## config.mk

```make
export PLATFORM = sky130hd
export DESIGN_NAME = mux_nto1_rr
export DESIGN_NICKNAME = d
export VERILOG_FILES = /design/src/rtl/mux_nto1_rr.sv
export SDC_FILE = /design/constraint.sdc
export NUM_CORES = 1
export LEC_CHECK = 0
export CORE_MARGIN = 2
export CORE_UTILIZATION = 36
export CTS_CLUSTER_SIZE = 10
export DETAILED_ROUTE_END_ITERATION = 10
export GPL_TIMING_DRIVEN = 0
export PLACE_DENSITY = 0.86
export SYNTH_ARGS = -nofsm -noshare
export SYNTH_HDL_FRONTEND = slang
export SYNTH_SLANG_ARGS = --single-unit
```

## constraint.sdc

```tcl
create_clock -name Clk -period 4.9 [get_ports Clk]
set_clock_uncertainty 0.05 [all_clocks]
set_input_delay 1.225 -clock Clk [delete_from_list [all_inputs] [get_ports Clk]]
set_output_delay 1.225 -clock Clk [all_outputs]
set_load 0.01 [all_outputs]
```

## src/rtl/mux_nto1_rr.sv

```systemverilog
// N-channel registered selector, direct or round-robin grant, valid/ready on all sides; 1-cycle latency.
// Optional MUX_NTO1_XFER_COUNT_EN adds a saturating 16-bit output-transfer counter on port Count.
module mux_nto1_rr #(
  parameter int WIDTH = 16,
  parameter int N     = 8,
  parameter int SW    = $clog2(N)
) (
  input  logic             Clk,
  input  logic             ResetN,
  input  logic [WIDTH-1:0] X [N],
  input  logic [N-1:0]     XValid,
  output logic [N-1:0]     XReady,
  input  logic             Mode,
  input  logic [SW-1:0]    S,
  output logic [WIDTH-1:0] Y,
  output logic             YValid,
  input  logic             YReady,
  output logic [SW-1:0]    YSrc
`ifdef MUX_NTO1_XFER_COUNT_EN
  ,
  output logic [15:0]      Count
`endif
);

  logic          accept;
  logic          gnt_vld;
  logic [SW-1:0] gnt_idx;
  logic [SW-1:0] ptr;
  int            idx;

  assign accept = !YValid || YReady;

  // Round-robin scans upward from the channel after the last grant.
  always_comb begin
    gnt_vld = 1'b0;
    gnt_idx = '0;
    idx     = 0;
    if (!Mode) begin
      if (int'(S) < N) begin
        if (XValid[S]) begin
          gnt_vld = 1'b1;
          gnt_idx = S;
        end
      end
    end else begin
      for (int k = 1; k <= N; k++) begin
        idx = (int'(ptr) + k) % N;
        if (!gnt_vld && XValid[idx]) begin
          gnt_vld = 1'b1;
          gnt_idx = SW'(idx);
        end
      end
    end
  end

  always_comb begin
    XReady = '0;
    for (int i = 0; i < N; i++) begin
      XReady[i] = ResetN && accept && gnt_vld && (gnt_idx == SW'(i));
    end
  end

  always_ff @(posedge Clk) begin
    if (!ResetN) begin
      Y      <= '0;
      YValid <= 1'b0;
      YSrc   <= '0;
      ptr    <= SW'(N - 1);
    end else if (accept && gnt_vld) begin
      Y      <= X[gnt_idx];
      YSrc   <= gnt_idx;
      YValid <= 1'b1;
      ptr    <= gnt_idx;
    end else if (YValid && YReady) begin
      YValid <= 1'b0;
    end
  end

`ifdef MUX_NTO1_XFER_COUNT_EN
  always_ff @(posedge Clk) begin
    if (!ResetN) begin
      Count <= '0;
    end else if (YValid && YReady && (Count != 16'hFFFF)) begin
      Count <= Count + 16'd1;
    end
  end
`endif

endmodule

```

==> results of run 1 <==
through the flow:
stage                     area, µm²  cells
after floorplan                3180    389
after global placement         5000    666
after detailed placement       5000    666
after CTS                      5510    699
after global routing           5790    711
final                          5790    711
power groups by stage:
| stage | combinational, mW | sequential (mW) | clock [mW] |
|---|---|---|---|
| finish | 1.47 | 0.271 | 0.128 |
| detailed placement | 1.12 | 0.272 | 0 |
| floorplan | 0.696 | 0.287 | 0 |
| global placement | 1.10 | 0.270 | 0 |
| CTS | 1.31 | 0.270 | 0.129 |
| global route | 1.55 | 0.275 | 0.138 |
flip-flops by register name, summed over array words and instances (netlist names):
signal and count:
YValid 1, YSrc 3, Y 16, ptr 3
layout make-up:
| cell class | count | area [µm²] | share of cell area, % |
|---|---|---|---|
| Buffer | 27 | 194 | 3.35 |
| Clock buffer | 3 | 41.3 | 0.713 |
| Clock inverter | 1 | 7.51 | 0.130 |
| Inverter | 17 | 73.8 | 1.27 |
| Multi-Input combinational cell | 316 | 2830 | 48.8 |
| Sequential cell | 23 | 463 | 7.99 |
| Tap cell | 108 | 135 | 2.33 |
| Timing Repair Buffer | 216 | 2050 | 35.5 |
Yosys cell counts, types with 2 or more instances:
library cell  count  area share (%)
mux4_2           10             7.2
nand3_1          12             1.9
mux2i_1          22             7.0
buf_2             9             1.4
o221ai_1          3            0.84
o31ai_1           2            0.48
clkinv_1          2            0.24
o211ai_2          5             2.0
mux2_2           32              11
nand2_1          55             6.6
clkbuf_1         19             2.3
o21ai_0           7             1.1
nor2_1           17             2.0
o221a_2           8             2.9
inv_1            15             1.8
buf_4             3            0.72
a221oi_1         16             4.5
a21oi_1          27             4.3
o211ai_1          4            0.96
dfxtp_1          23              15
o22ai_1           3            0.60
and2_1            4            0.80
ha_1              2            0.80
nor3_1            7             1.1
nand2b_1         22             4.4
a211oi_1          9             2.2
o31a_1            2            0.56
mux2_1            8             2.9
a22o_1            8             2.2
a211o_1          10             2.8
cells by family after synthesis:
group	after synthesis	share of synthesized area, %
XOR/XNOR	2	1.16
multiplexers	72	28.5
adder cells (fa/ha/maj)	2	0.796
AO/OA/AOI/OAI	117	29.2
flip-flops	23	14.7
buffers and inverters	50	7.29
AND/OR/NAND/NOR	123	18.4
routing by layer:
| metal | vias to the layer above | GRT usage [%] | part of all wire [%] |
|---|---|---|---|
| li1 | 1910 | - | - |
| met4 | 0 | 12.2 | 3.5 |
| met5 | - | 0 | 0 |
| met2 | 287 | 48.3 | 50 |
| met3 | 48 | 3.17 | 8.7 |
| met1 | 1975 | 34.3 | 38 |
critical path: stages:
cell and delay [ns]:
buf_6 0.11, mux4_2 0.53, buf_6 0.17, buf_4 0.13, or3_4 0.41, a311o_1 0.35
and2_4 0.17, nand2b_4 0.17, nor3_2 0.18, buf_2 0.16
timing repair:
action	CTS	global route
buffers inserted	34	13
setup endpoints to repair	8	8
pin swaps	12	20
hold endpoints to repair	0	0
gates resized for setup	134	60
worst paths after layout:
kind | slack [ns] | from | endpoint | cells past startpoint
setup reg to reg | 0.65 | ptr[1] | Y[8] | 15
hold reg to reg | 0.43 | Y[11] | Y[11] | 2
setup / recovery | 0.006 | XValid[6] | XReady[7] | 10
hold / removal | 0.43 | Y[11] | Y[11] | 2
==> results.rst, run 1 <==
.. list-table::
   :header-rows: 1

   * - Metric
     - Value
   * - Total Wirelength
     - approximately 14000 µm
   * - CP Data Required Time
     - around 3.6 ns
   * - Most common cell after layout, fill and taps aside
     - clkdlybuf4s50_1
   * - Max-Cap Viols
     - 0
   * - RSZ-0062 raised after global routing
     - true
   * - Final-layout fill cell count
     - between 600 and 700
   * - Switch Pwr
     - 0.815 mW
   * - Placement Setup Slack
     - -1.61 ns
   * - Maximum fanout encountered on the critical timing path
     - 7
   * - Startpoint types
     - input pin
   * - Count of final setup violators
     - 0
   * - Cell count after synthesis
     - 389
   * - Sequential share of power
     - 14.5%
   * - DR iter-0 viols
     - around 250
   * - Post-Route Hold Slack
     - around 0.43 ns
   * - Post-layout nets
     - roughly 750
   * - Maximum level of the CTS H-tree
     - 1
   * - Initial antenna violation count
     - 0
   * - Portion of total power attributed to combinational logic
     - 78.6%
   * - Dpl hpwl
     - 9890 µm
   * - Number of max-slew violations in the final report
     - 0
   * - Final antenna diode count
     - 0
   * - Placeable Area
     - 0.00859 mm²
   * - Final worst slack
     - between 0.006 and 0.007 ns
   * - Netlist area before placement
     - about 0.0031 mm²
   * - Starting density of the core
     - between 30% and 40%
   * - Clock Latency Late Sink
     - roughly 0.27 ns
   * - Boundary pin count
     - 171
   * - RePlAce Congestion
     - slightly below 1
   * - Remaining number of nets flagged by the antenna check after routing
     - 0
   * - Port buffer count
     - around 170
   * - Die span in y
     - around 97 µm
   * - Static Leak
     - 2.30 nW
   * - Core Rows
     - 34
   * - Unique masters post-synth
     - between 50 and 60
   * - Max Clk Rate
     - between 0.2 and 0.25 GHz
   * - Most frequent cells in the layout
     - 152 x clkdlybuf4s50_1, 49 x nand2_1, 43 x buf_4, 31 x mux2_2, 25 x a21oi_1
   * - Clock tree root driver cell
     - clkbuf_8
   * - Relative area change from synthesis to final layout
     - 84.4%
   * - Wire length per cell after detailed routing
     - approximately 20 µm
   * - Total via count in the routed design
     - 4220
   * - Fraction of layout cells with a size suffix above 1
     - approximately 32%
   * - Residual DRC count
     - 0
   * - Count of hold buffers inserted by post-cts repair
     - 0
   * - Net Count, Synth
     - ~530
   * - Transition time at the pin with the least slew margin
     - between 0.6 and 0.7 ns
   * - Top FF cell, synth
     - dfxtp_1
   * - Crit Path Class
     - input pin to output port
   * - Post-route total power
     - between 1.5 and 2 mW
   * - Number of flip-flops and latches in the synthesized netlist
     - 23
   * - Total of warnings raised by yosys
     - 0
   * - Clock tree sinks
     - 23
   * - Congestion Overflow GR
     - 0
   * - Power per unit of standard cell area
     - 322 mW/mm²
   * - Status
     - complete, no violations
   * - Register area share after synthesis
     - 14.7%
   * - Proportion of total power due to net switching
     - between 40% and 50%
   * - Die W
     - about 97 µm
   * - Pin count of the biggest net entering global routing
     - 15
   * - Crit end category
     - output port
   * - Total CTS buffers
     - 3
   * - Synth Area per Inst
     - approximately 8.1 µm²
   * - Number of enable-type register cells in the synthesized netlist
     - 0
   * - Clock power frac
     - ~6.9%
   * - Post-route minimum period
     - a little under 5 ns
   * - Average via count per standard cell
     - between 5 and 6
   * - Max rail drop VDD
     - around 160 µV
   * - Count of endpoints failing hold in the final timing report
     - 0
   * - Final core occ
     - a little under 70%
   * - Length of the first detailed-routing pass in iterations
     - 5
   * - Final TNS setup
     - 0 ns
   * - Remaining max-slew budget at the tightest pin
     - around 57%
   * - Cell Int Power
     - 1.05 mW
   * - Final critical-path share of the clock period
     - roughly 100%
   * - Vias in the first global route
     - between 4000 and 5000
   * - Full die area
     - about 0.0095 mm²
   * - Async set-reset flop share out of synthesis
     - 0%
   * - Arrival time reported for the critical path endpoint
     - between 3 and 4 ns
   * - Combined global-route utilization of all metal layers
     - between 20% and 30%
   * - Path category of the worst min-delay check
     - flip-flop to flip-flop
   * - Global-route wire length before repair
     - 21600 µm
   * - TritonCTS clock tree
     - yes
   * - Worst-case clock buffer depth
     - 2
   * - Clock edge transition at the registers on the reported setup and hold paths
     - about 0.10 ns
Power figures use the tool's default switching activity.
==> run 2: changes to the inputs <==
SKIP_CTS_REPAIR_TIMING = 1   (was default)
SLEW_MARGIN = 20   (was default)
TNS_END_PERCENT = 30   (was default)
==> results.rst, run 2 (synthesis results as in run 1) <==
.. list-table::
   :header-rows: 1

   * - Metric
     - Value
   * - Arrival time reported for the critical path endpoint
     - 3.73 ns (+0.11 ns)
   * - Power per unit of standard cell area
     - 323 mW/mm² (about the same)
   * - Transition time at the pin with the least slew margin
     - 0.659 ns (+0.0104 ns)
   * - Startpoint types
     - input pin
   * - CP Data Required Time
     - 3.62 ns (about the same)
   * - Starting density of the core
     - 36.6% (unchanged)
   * - Length of the first detailed-routing pass in iterations
     - 6 (+1)
   * - Clock tree root driver cell
     - clkbuf_8
   * - Combined global-route utilization of all metal layers
     - 26.4% (-1.3 points)
   * - Clock edge transition at the registers on the reported setup and hold paths
     - 0.09 ns (about the same)
   * - Placement Setup Slack
     - -1.63 ns (-0.0163 ns)
   * - Pin count of the biggest net entering global routing
     - 13 (-2)
   * - Total Wirelength
     - 14300 µm (+0.95%)
   * - Wire length per cell after detailed routing
     - 19.6 µm (-1.7%)
   * - Count of endpoints failing hold in the final timing report
     - 0 (unchanged)
   * - Initial antenna violation count
     - 0 (unchanged)
   * - Relative area change from synthesis to final layout
     - 87.4%
   * - Number of max-slew violations in the final report
     - 0 (unchanged)
   * - Port buffer count
     - 169 (unchanged)
   * - Crit end category
     - output port
   * - Register bank with the most flops
     - Y
   * - Dpl hpwl
     - 10100 µm (+2.2%)
   * - Count of final setup violators
     - 2 (+2)
   * - Average via count per standard cell
     - 5.80 (-2.3%)
   * - Non-Filler Cell Area, Final
     - 0.00589 mm² (+1.6%)
   * - Most common cell after layout, fill and taps aside
     - clkdlybuf4s50_1
   * - Post-route minimum period
     - 5.01 ns (+0.113 ns)
   * - Static Leak
     - 2.39 nW (+4.1%)
   * - Remaining number of nets flagged by the antenna check after routing
     - 0 (unchanged)
   * - Max Clk Rate
     - 0.200 GHz (-2.2%)
   * - Worst-case clock buffer depth
     - 2 (unchanged)
   * - Path category of the worst min-delay check
     - flip-flop to flip-flop
   * - Die span in y
     - 97.4 µm (unchanged)
   * - Final core occ
     - 68.5% (+1.1 points)
   * - Crit Path Class
     - input pin to output port
   * - Failing checks
     - setup timing
   * - Maximum fanout encountered on the critical timing path
     - 8 (+1)
   * - Total via count in the routed design
     - 4233 (+0.31%)
   * - Max-Cap Viols
     - 0 (unchanged)
   * - Die W
     - 97.4 µm (unchanged)
   * - Final critical-path share of the clock period
     - 102% (+2.3 points)
   * - Non-filler cells, final
     - 730 (+2.7%)
   * - Congestion Overflow GR
     - 0 (unchanged)
   * - Area post-placement
     - 0.00500 mm² (-0.10%)
   * - Placeable Area
     - 0.00859 mm² (unchanged)
   * - Post-Place Cells
     - 666 (unchanged)
   * - Most frequent cells in the layout
     - 152 x clkdlybuf4s50_1, 65 x buf_4, 53 x nand2_1, 31 x mux2_2, 25 x a21oi_1
   * - RePlAce Congestion
     - 0.927 (-3.9%)
   * - Total CTS buffers
     - 3 (unchanged)
   * - Number of flip-flops under the largest register name
     - 16 (unchanged)
   * - TritonCTS clock tree
     - yes
   * - Boundary pin count
     - 171 (unchanged)
   * - Maximum level of the CTS H-tree
     - 1 (unchanged)
   * - Vias in the first global route
     - 3999 (-6.9%)
   * - RSZ-0062 raised after global routing
     - true
   * - Final worst slack
     - -0.106 ns (-0.113 ns)
   * - Residual DRC count
     - 0 (unchanged)
   * - Final antenna diode count
     - 0 (unchanged)
   * - Fraction of layout cells with a size suffix above 1
     - 32.6% (+0.30 points)
   * - Clock Latency Late Sink
     - 0.27 ns (about the same)
   * - Status
     - finished, violations left
   * - Remaining max-slew budget at the tightest pin
     - 55.9% (-0.69 points)
   * - Post-layout nets
     - 768 (+2.5%)
   * - Global-route wire length before repair
     - 20500 µm (-5.1%)
   * - Max rail drop VDD
     - 144 µV (-10%)
   * - DR iter-0 viols
     - 172 (-31%)
   * - Largest regs
     - Y x16, YSrc x3, ptr x3
   * - Full die area
     - 0.00949 mm² (unchanged)
   * - Clock tree sinks
     - 23 (unchanged)
   * - Core Rows
     - 34 (unchanged)
   * - Post-Route Hold Slack
     - 0.436 ns (+0.00548 ns)
[run 2: cell count changes in the layout (fill, tap and decap cells not counted), moves of 2 or more]
cell,change
buf_8,+3
nand2_4,-2
nor2_4,-2
buf_4,+22
nand2_1,+4
nor3_2,+2
buf_6,-10
nand2_2,-2
o221ai_1,+2
nor3_4,-2
buf_12,+3
[run 2: worst max-delay path: stages]
cell     delay (ns)
buf_4          0.15
mux4_2         0.60
a21oi_2        0.20
a211o_1        0.14
a21oi_1        0.07
o41a_1         0.50
nor3_4         0.20
nand2_2        0.12
buf_8          0.17
nor3_2         0.17
buf_2          0.18
[run 2: where the power goes]
| group | leakage, nW | internal, mW | switching, mW |
|---|---|---|---|
| Sequential | 0.190 | 0.236 | 0.0365 |
| Clock | 0.0228 | 0.0582 | 0.0658 |
| Combinational | 2.18 | 0.810 | 0.693 |
| Total | 2.39 | 1.10 | 0.795 |
[run 2: layer usage]
layer / vias to the layer above / track usage (%) / wire length, µm
met5: - / 0 / 0
met4: 0 / 10.0 / 426
met2: 229 / 46.6 / 7320
met1: 2014 / 32.8 / 5660
li1: 1950 / - / -
met3: 40 / 3.09 / 937
[run 2: path summary, 6_finish.rpt]
kind	depth (start not counted)	slack [ns]	from	endpoint
min reg2reg	2	0.44	Y[7]	Y[7]
max reg2reg	16	0.57	ptr[1]	Y[9]
max	11	-0.11	XValid[4]	XReady[2]
min	2	0.44	Y[7]	Y[7]
[run 2: metrics by stage]
stage	total power, mW	setup TNS (ns)
after floorplan	0.982	-0.0132
after global placement	1.37	-15.57
after detailed placement	1.40	-16.41
after CTS	1.52	-13.34
after global routing	2.00	-0.826
final	1.90	-0.159
[run 2: layout make-up]
cell class / count / area (µm²)
multi-input combinational: 316 / 2750
timing repair buffer: 233 / 2190
inverter: 17 / 70.1
buffer: 29 / 239
clock buffer: 4 / 45.0
sequential: 23 / 463
fill: 682 / 2710
tap: 108 / 135
